$ cat src/rtl/j1708_rx_forward_ctrl_if.sv
// Receive-queue and UART-transmit handshake bundle for the J1708 forwarding controller.
// The master side is the controller; the slave side is the receive path plus the UART.
interface j1708_rx_forward_ctrl_if;
    logic       rx_len_exist;
    logic       rx_len_read;
    logic [7:0] rx_len;
    logic       rx_len_valid;
    logic       rx_new_byte;
    logic       rx_byte_read;
    logic [7:0] rx_byte;
    logic       rx_byte_valid;
    logic       uart_tx_busy;
    logic [7:0] uart_tx_data;
    logic       uart_tx_wr;

    modport master (
        input  rx_len_exist, rx_len, rx_len_valid,
        input  rx_new_byte, rx_byte, rx_byte_valid,
        input  uart_tx_busy,
        output rx_len_read, rx_byte_read, uart_tx_data, uart_tx_wr
    );

    modport slave (
        output rx_len_exist, rx_len, rx_len_valid,
        output rx_new_byte, rx_byte, rx_byte_valid,
        output uart_tx_busy,
        input  rx_len_read, rx_byte_read, uart_tx_data, uart_tx_wr
    );
endinterface

$ cat src/rtl/j1708_rx_forward_ctrl.sv
// Forwards queued J1708 messages to the MCU UART as SYNC/LEN/payload/checksum frames,
// dropping illegal lengths and aborting on stalled responses or enable loss.
module j1708_rx_forward_ctrl #(
    parameter logic [7:0] SYNC_BYTE    = 8'h7E,
    parameter int         MAX_LEN      = 21,
    parameter int         BYTE_TIMEOUT = 26000
) (
    input  logic                           clk,
    input  logic                           rst,
    input  logic                           enable,
    j1708_rx_forward_ctrl_if.master        bus,
    output logic                           frame_active,
    output logic                           frame_done,
    output logic                           err_len,
    output logic                           err_timeout
);

    localparam logic [7:0]  MAX_LEN_B = MAX_LEN[7:0];
    localparam logic [19:0] TMO_LIMIT = BYTE_TIMEOUT[19:0];

    typedef enum logic [3:0] {
        IDLE, LEN_REQ, LEN_WAIT, TX_SYNC, TX_LEN, BYTE_REQ,
        BYTE_WAIT, TX_BYTE, TX_CSUM, DRAIN_REQ, DRAIN_WAIT
    } state_t;

    state_t      state_reg, state_next;
    logic [7:0]  len_reg, len_next;
    logic [7:0]  count_reg, count_next;
    logic [7:0]  sum_reg, sum_next;
    logic [7:0]  byte_reg, byte_next;
    logic [19:0] tmo_reg, tmo_next;
    logic        guard_reg, guard_next;
    logic        done_reg, done_next;

    logic        timed;
    logic        tx_state;
    logic        abort;
    logic        wr_ok;
    logic        progress;
    logic        tmo_hit;
    logic        len_bad;
    logic [7:0]  csum;
    logic [7:0]  tx_value;

    assign timed    = (state_reg == LEN_WAIT)  || (state_reg == BYTE_REQ) ||
                      (state_reg == BYTE_WAIT) || (state_reg == DRAIN_REQ) ||
                      (state_reg == DRAIN_WAIT);
    assign tx_state = (state_reg == TX_SYNC) || (state_reg == TX_LEN) ||
                      (state_reg == TX_BYTE) || (state_reg == TX_CSUM);
    assign abort    = !enable && (state_reg != IDLE);
    // The cycle right after a write ignores busy: the UART raises it one cycle late.
    assign wr_ok    = tx_state && !bus.uart_tx_busy && !guard_reg;
    assign len_bad  = (bus.rx_len == 8'd0) || (bus.rx_len > MAX_LEN_B);
    assign csum     = ~sum_reg + 8'd1;

    always_comb begin
        progress = 1'b0;
        case (state_reg)
            LEN_WAIT:              progress = bus.rx_len_valid;
            BYTE_REQ, DRAIN_REQ:   progress = bus.rx_new_byte;
            BYTE_WAIT, DRAIN_WAIT: progress = bus.rx_byte_valid;
            default:               progress = 1'b0;
        endcase
    end

    // A response arriving in the expiry cycle beats the timeout.
    assign tmo_hit = timed && (tmo_reg == TMO_LIMIT) && !progress;

    always_ff @(posedge clk or posedge rst) begin
        if (rst) begin
            state_reg <= IDLE;
            len_reg   <= 8'd0;
            count_reg <= 8'd0;
            sum_reg   <= 8'd0;
            byte_reg  <= 8'd0;
            tmo_reg   <= 20'd0;
            guard_reg <= 1'b0;
            done_reg  <= 1'b0;
        end else begin
            state_reg <= state_next;
            len_reg   <= len_next;
            count_reg <= count_next;
            sum_reg   <= sum_next;
            byte_reg  <= byte_next;
            tmo_reg   <= tmo_next;
            guard_reg <= guard_next;
            done_reg  <= done_next;
        end
    end

    always_comb begin
        state_next = state_reg;
        if (abort) begin
            state_next = IDLE;
        end else begin
            case (state_reg)
                IDLE:       if (enable && bus.rx_len_exist) state_next = LEN_REQ;
                LEN_REQ:    state_next = LEN_WAIT;
                LEN_WAIT: begin
                    if (bus.rx_len_valid) begin
                        if (bus.rx_len == 8'd0)          state_next = IDLE;
                        else if (bus.rx_len > MAX_LEN_B) state_next = DRAIN_REQ;
                        else                             state_next = TX_SYNC;
                    end else if (tmo_hit) begin
                        state_next = IDLE;
                    end
                end
                TX_SYNC:    if (wr_ok) state_next = TX_LEN;
                TX_LEN:     if (wr_ok) state_next = BYTE_REQ;
                BYTE_REQ: begin
                    if (bus.rx_new_byte) state_next = BYTE_WAIT;
                    else if (tmo_hit)    state_next = IDLE;
                end
                BYTE_WAIT: begin
                    if (bus.rx_byte_valid) state_next = TX_BYTE;
                    else if (tmo_hit)      state_next = IDLE;
                end
                TX_BYTE: begin
                    if (wr_ok) state_next = (count_reg != 8'd0) ? BYTE_REQ : TX_CSUM;
                end
                TX_CSUM:    if (wr_ok) state_next = IDLE;
                DRAIN_REQ: begin
                    if (bus.rx_new_byte) state_next = DRAIN_WAIT;
                    else if (tmo_hit)    state_next = IDLE;
                end
                DRAIN_WAIT: begin
                    if (bus.rx_byte_valid) state_next = (count_reg == 8'd1) ? IDLE : DRAIN_REQ;
                    else if (tmo_hit)      state_next = IDLE;
                end
                default:    state_next = IDLE;
            endcase
        end
    end

    always_comb begin
        tx_value = 8'h00;
        case (state_reg)
            TX_SYNC: tx_value = SYNC_BYTE;
            TX_LEN:  tx_value = len_reg;
            TX_BYTE: tx_value = byte_reg;
            TX_CSUM: tx_value = csum;
            default: tx_value = 8'h00;
        endcase

        // A write already qualified this cycle completes even when enable drops.
        bus.uart_tx_wr   = wr_ok;
        bus.uart_tx_data = wr_ok ? tx_value : 8'h00;
        bus.rx_len_read  = (state_reg == LEN_REQ) && !abort;
        bus.rx_byte_read = ((state_reg == BYTE_REQ) || (state_reg == DRAIN_REQ)) &&
                           bus.rx_new_byte && !abort;
        err_len          = (state_reg == LEN_WAIT) && bus.rx_len_valid && len_bad && !abort;
        err_timeout      = abort || tmo_hit;
        frame_active     = (state_reg != IDLE);
        frame_done       = done_reg;
    end

    always_comb begin
        len_next   = len_reg;
        count_next = count_reg;
        sum_next   = sum_reg;
        byte_next  = byte_reg;
        guard_next = wr_ok;
        done_next  = (state_reg == TX_CSUM) && wr_ok && !abort;

        if (!abort) begin
            case (state_reg)
                LEN_WAIT: begin
                    if (bus.rx_len_valid) begin
                        len_next   = bus.rx_len;
                        count_next = bus.rx_len;
                        sum_next   = 8'd0;
                    end
                end
                BYTE_WAIT: begin
                    if (bus.rx_byte_valid) begin
                        byte_next  = bus.rx_byte;
                        sum_next   = sum_reg + bus.rx_byte;
                        count_next = count_reg - 8'd1;
                    end
                end
                DRAIN_WAIT: begin
                    if (bus.rx_byte_valid) count_next = count_reg - 8'd1;
                end
                default: ;
            endcase
        end

        if (state_next != state_reg)
            tmo_next = 20'd0;
        else if (timed && (tmo_reg != TMO_LIMIT))
            tmo_next = tmo_reg + 20'd1;
        else
            tmo_next = tmo_reg;
    end

endmodule
$ cat src/flat_wrapper.sv
// flat-port wrapper written by rule: the top's interface ports become plain ports
module j1708_rx_forward_ctrl_flat 
#(
    parameter logic [7:0] SYNC_BYTE    = 8'h7E,
    parameter int         MAX_LEN      = 21,
    parameter int         BYTE_TIMEOUT = 26000
)
  (clk, rst, enable, frame_active, frame_done, err_len, err_timeout, bus_rx_len_exist, bus_rx_len, bus_rx_len_valid, bus_rx_new_byte, bus_rx_byte, bus_rx_byte_valid, bus_uart_tx_busy, bus_rx_len_read, bus_rx_byte_read, bus_uart_tx_data, bus_uart_tx_wr);
  j1708_rx_forward_ctrl_if bus_i ();
  input  logic clk;
  input  logic rst;
  input  logic enable;
  output logic frame_active;
  output logic frame_done;
  output logic err_len;
  output logic err_timeout;
  input wire logic [$bits(bus_i.rx_len_exist)-1:0] bus_rx_len_exist;
  input wire logic [$bits(bus_i.rx_len)-1:0] bus_rx_len;
  input wire logic [$bits(bus_i.rx_len_valid)-1:0] bus_rx_len_valid;
  input wire logic [$bits(bus_i.rx_new_byte)-1:0] bus_rx_new_byte;
  input wire logic [$bits(bus_i.rx_byte)-1:0] bus_rx_byte;
  input wire logic [$bits(bus_i.rx_byte_valid)-1:0] bus_rx_byte_valid;
  input wire logic [$bits(bus_i.uart_tx_busy)-1:0] bus_uart_tx_busy;
  output wire logic [$bits(bus_i.rx_len_read)-1:0] bus_rx_len_read;
  output wire logic [$bits(bus_i.rx_byte_read)-1:0] bus_rx_byte_read;
  output wire logic [$bits(bus_i.uart_tx_data)-1:0] bus_uart_tx_data;
  output wire logic [$bits(bus_i.uart_tx_wr)-1:0] bus_uart_tx_wr;
  assign bus_i.rx_len_exist = bus_rx_len_exist;
  assign bus_i.rx_len = bus_rx_len;
  assign bus_i.rx_len_valid = bus_rx_len_valid;
  assign bus_i.rx_new_byte = bus_rx_new_byte;
  assign bus_i.rx_byte = bus_rx_byte;
  assign bus_i.rx_byte_valid = bus_rx_byte_valid;
  assign bus_i.uart_tx_busy = bus_uart_tx_busy;
  assign bus_rx_len_read = bus_i.rx_len_read;
  assign bus_rx_byte_read = bus_i.rx_byte_read;
  assign bus_uart_tx_data = bus_i.uart_tx_data;
  assign bus_uart_tx_wr = bus_i.uart_tx_wr;
  j1708_rx_forward_ctrl #(.SYNC_BYTE(SYNC_BYTE), .MAX_LEN(MAX_LEN), .BYTE_TIMEOUT(BYTE_TIMEOUT)) u_core (.clk(clk), .rst(rst), .enable(enable), .bus(bus_i), .frame_active(frame_active), .frame_done(frame_done), .err_len(err_len), .err_timeout(err_timeout));
endmodule
$ cat config.mk
export PLATFORM = sky130hd
export DESIGN_NAME = j1708_rx_forward_ctrl_flat
export DESIGN_NICKNAME = d
export VERILOG_FILES = /design/src/rtl/j1708_rx_forward_ctrl_if.sv /design/src/rtl/j1708_rx_forward_ctrl.sv /design/src/flat_wrapper.sv
export SDC_FILE = /design/constraint.sdc
export NUM_CORES = 1
export LEC_CHECK = 0
export CAP_MARGIN = 20
export CORE_UTILIZATION = 35
export DETAILED_ROUTE_END_ITERATION = 8
export HOLD_SLACK_MARGIN = 0.08
export PLACE_DENSITY_LB_ADDON = 0.1
export SLEW_MARGIN = 20
export SYNTH_ARGS = -nofsm -noshare
export SYNTH_HDL_FRONTEND = slang
export SYNTH_SLANG_ARGS = --single-unit
$ cat constraint.sdc
create_clock -name clk -period 2.45 [get_ports clk]
set_clock_uncertainty 0.05 [all_clocks]
set_input_delay 0.49 -clock clk [delete_from_list [all_inputs] [get_ports clk]]
set_output_delay 0.49 -clock clk [all_outputs]
set_load 0.1 [all_outputs]
==> qor.log <==
qor: drt.wire_per_inst 17.3 microns
qor: worst_setup_path.critical_path.max_stage_delay 0.40 ns
qor: final_layout.finish.cell_count_without_fillers 741
qor: sta.setup_tns -1.14 ns
qor: final_layout.largest_register_ffs 20
qor: worst_hold_path.hold_path_end u_core.len_reg[0]
qor: worst_setup_path.end_kind output pin
qor: outcome.failed_checks negative setup slack
qor: worst_setup_path.timing.reg2reg.setup_slack -0.05 ns
qor: placed_design.dp.cells 688
qor: yosys.ys_ff_latch 58
qor: sta.setup_violations 30
qor: sta.finalHoldViolations 0
qor: yosys.synth.lib_cells_used.distinct 68
qor: clock_network.cts_inserted_buffers 9
qor: worst_setup_path.nature_of_the_critical_path_startpoint register
qor: clock_network.clk-insertion-delay-late 0.34 ns
qor: worst_setup_path.crit_path_top_delay_cell sky130_fd_sc_hd__dfrtp_1
qor: sta.max_slew.worst_pin.slew 0.478 ns
qor: drt.vias_per_instance 5.35
qor: clock_network.cts_buffer_depth 2
qor: power.worst_ir_drop_vdd 0.956 mV
qor: yosys.synth_area 0.00410 sq mm
qor: worst_setup_path.critical-path-top-cell-by-count sky130_fd_sc_hd__buf_12
qor: sta.final-max-slew-violation-count 0
qor: yosys.synth_async_sr_flop_share 100%
qor: sta.grt_setup_unrepaired yes
qor: worst_setup_path.path_class register to output pin
qor: yosys.synth_edf_count 0
qor: worst_hold_path.min_path_cells 2
qor: yosys.ys.flop_type sky130_fd_sc_hd__dfrtp_1
qor: worst_setup_path.path_max_fanout 10
qor: clock_network.cts.clk_slew.worst_paths 0.05 ns
qor: clock_network.cts_num_sinks 58
qor: power.powerDensity 1160 mW/mm^2
qor: worst_setup_path.arrival 2.02 ns
qor: placed_design.placement.cell_area 0.00539 sq mm
qor: final_layout.fillers 1004
qor: yosys.postSynthAreaPerCell 9.02 sq um
qor: outcome.run_status finished, violations left
qor: worst_setup_path.reg2reg_from u_core.state_reg[0]
qor: placed_design.hpwlAfterDp 8590 microns
qor: drt.totalWireLength 12800 microns
qor: worst_setup_path.rr_worst_depth 10
qor: worst_setup_path.cp.required 1.91 ns
qor: floorplanning.floorplan.die_area 0.0122 sq mm
qor: placed_design.globalplace.congestion 0.871
qor: floorplanning.initial_utilization 35.9%
qor: placed_design.numPortBuffers 38
qor: yosys.synth_top_cells_by_count sky130_fd_sc_hd__dfrtp_1, sky130_fd_sc_hd__nor2_1, sky130_fd_sc_hd__nand2_1
qor: yosys.post-synth-top-area-cell sky130_fd_sc_hd__dfrtp_1
qor: sta.finalWorstPathRequiredPeriod 2.56 ns
qor: floorplanning.num_rows 39
qor: clock_network.cts_tree built
qor: job.maxCapViolCount 0
qor: yosys.synth-seq-area-share 35.4%
qor: sta.timing.hold.ws 0.462 ns
qor: clock_network.clockRootBuffer sky130_fd_sc_hd__clkbuf_16
qor: final_layout.nNetsFinal 631
qor: clock_network.cts.htree.levels 3
qor: clock_network.post_cts_hold_buffer_count 0
qor: global_route.globalRouteOverflowTotal 0
qor: drt.detailedRoute.firstIterationViolations 218
qor: drt.vias 3968
qor: sta.fmax 391 MHz
qor: yosys.post-synth-top-area-fraction 35.4%
qor: worst_setup_path.crit_path_cell_trace buf_12 > or3_4 > a21oi_2 > a31oi_2 > buf_12 > nor3_4 > buf_12
qor: drt.drc_errors 0
qor: final_layout.end_of_flow_core_utilization 56.5%
qor: global_route.grt_pass1_wl 20100 microns
qor: yosys.netlist_top_cells_area sky130_fd_sc_hd__dfrtp_1, sky130_fd_sc_hd__nor2_1, sky130_fd_sc_hd__nor3_2, sky130_fd_sc_hd__xnor2_1, sky130_fd_sc_hd__ha_1
qor: power.total_leakage_power 2.69 nW
qor: floorplanning.pin_count 39
qor: final_layout.antenna-diode-count 0
qor: final_layout.final_area 0.00645 sq mm
qor: global_route.grt_pass1_vias 3862
qor: global_route.globalRouteTotalUtil 22.0%
qor: drt.route.antenna.remaining_nets 0
qor: global_route.maximum_number_of_pins_on_one_net_before_global_route_repair 59
qor: yosys.synth_fp_nets 492
qor: floorplanning.die_h 110 microns
qor: worst_hold_path.hold_path.class register to register
qor: drt.first_pass_iters 5
qor: worst_hold_path.min_from u_core.len_reg[0]
qor: sta.final_critical_path_setup_slack -0.108 ns
qor: worst_setup_path.rr_endpoint u_core.tmo_reg[8]
qor: floorplanning.core_area 0.0114 sq mm
qor: sta.post-route-period-util 104%
qor: placed_design.placement.setup.worst_slack -0.340 ns
qor: power.p_total 7.51 mW
qor: floorplanning.chipWidth 110 microns
qor: yosys.synth_cells 455
qor: global_route.antenna_violations_before_repair 0
qor: yosys.synthesis.yosys.warnings 0
qor: final_layout.layout-drive-gt1-share 43.0%
qor: final_layout.area_growth_syn_to_layout 57.1%
qor: sta.max-slew-margin-rel 68.0%
[worst max path at each step]
stage | from | end | slack (ns) | cells past startpoint
2_1_floorplan | u_core.state_reg[1] | err_len | -0.22 | 7
3_3_place_gp | bus_uart_tx_busy | u_core.tmo_reg[7] | -0.33 | 9
3_5_place_dp | bus_rx_len[7] | bus_rx_len_read | -0.34 | 7
4_1_cts | u_core.state_reg[0] | bus_rx_len_read | -0.11 | 7
5_1_grt | u_core.tmo_reg[11] | err_timeout | -0.17 | 6
6_report | u_core.state_reg[0] | bus_rx_len_read | -0.11 | 7
[where the power goes]
part	leakage [nW]	internal, mW	switching, mW
clock	0.142	0.805	0.442
combinational	1.80	2.26	2.56
sequential	0.750	1.19	0.259
total	2.69	4.25	3.26
[cells in the final DEF (no fill, tap or decap), types with 7 or more instances in the layout]
cell                               n
sky130_fd_sc_hd__buf_12           20
sky130_fd_sc_hd__nor2_2           10
sky130_fd_sc_hd__ha_1             11
sky130_fd_sc_hd__nor3_4            8
sky130_fd_sc_hd__inv_1            14
sky130_fd_sc_hd__a22oi_1           7
sky130_fd_sc_hd__nor3_2           19
sky130_fd_sc_hd__nor3_1            8
sky130_fd_sc_hd__nor2_4           12
sky130_fd_sc_hd__clkbuf_16        13
sky130_fd_sc_hd__xor2_1            9
sky130_fd_sc_hd__nand3_1          16
sky130_fd_sc_hd__nor2_1           39
sky130_fd_sc_hd__a21oi_1          11
sky130_fd_sc_hd__dfrtp_1          53
sky130_fd_sc_hd__a21oi_2          12
sky130_fd_sc_hd__mux2_2           10
sky130_fd_sc_hd__dlygate4sd2_1     8
sky130_fd_sc_hd__buf_6            13
sky130_fd_sc_hd__o21ai_0          21
sky130_fd_sc_hd__clkdlybuf4s50_1  15
sky130_fd_sc_hd__nand2_1          25
sky130_fd_sc_hd__buf_4            87
sky130_fd_sc_hd__xnor2_1          22
[layer usage]
metal  wire length (microns)  track usage [%]
met2                    5760             33.1
met5                       0                0
met4                     140             6.11
met1                    6390             31.5
met3                     557             4.76
[layout make-up]
class                           count  area [sq um]  area share, %
Clock buffer                       12           246           3.82
Clock inverter                      3          40.0          0.621
Sequential cell                    58          1460           22.6
Timing Repair Buffer              149          1570           24.3
Multi-Input combinational cell    356          2880           44.7
Inverter                           20          77.6           1.20
Tap cell                          143           179           2.77
[repair_timing]
item	CTS	global route
cloned	1	4
buffers inserted	27	10
setup endpoints to repair	18	35
gates resized for setup	63	40
pin swaps	21	28
[logic make-up after synthesis]
family                   share of synthesized area (%)
buffers and inverters                             5.12
XOR/XNOR                                          7.04
adder cells (fa/ha/maj)                           4.15
AO/OA/AOI/OAI                                     18.6
AND/OR/NAND/NOR                                   26.7
flip-flops                                        35.4
multiplexers                                      2.99
[worst max-delay path: cells and delay by family (launching register included)]
kind                   cells  cell delay, ns
flip-flops                 1            0.40
AO/OA/AOI/OAI              2            0.19
AND/OR/NAND/NOR            2            0.55
buffers and inverters      3            0.51
Power figures use the tool's default switching activity.
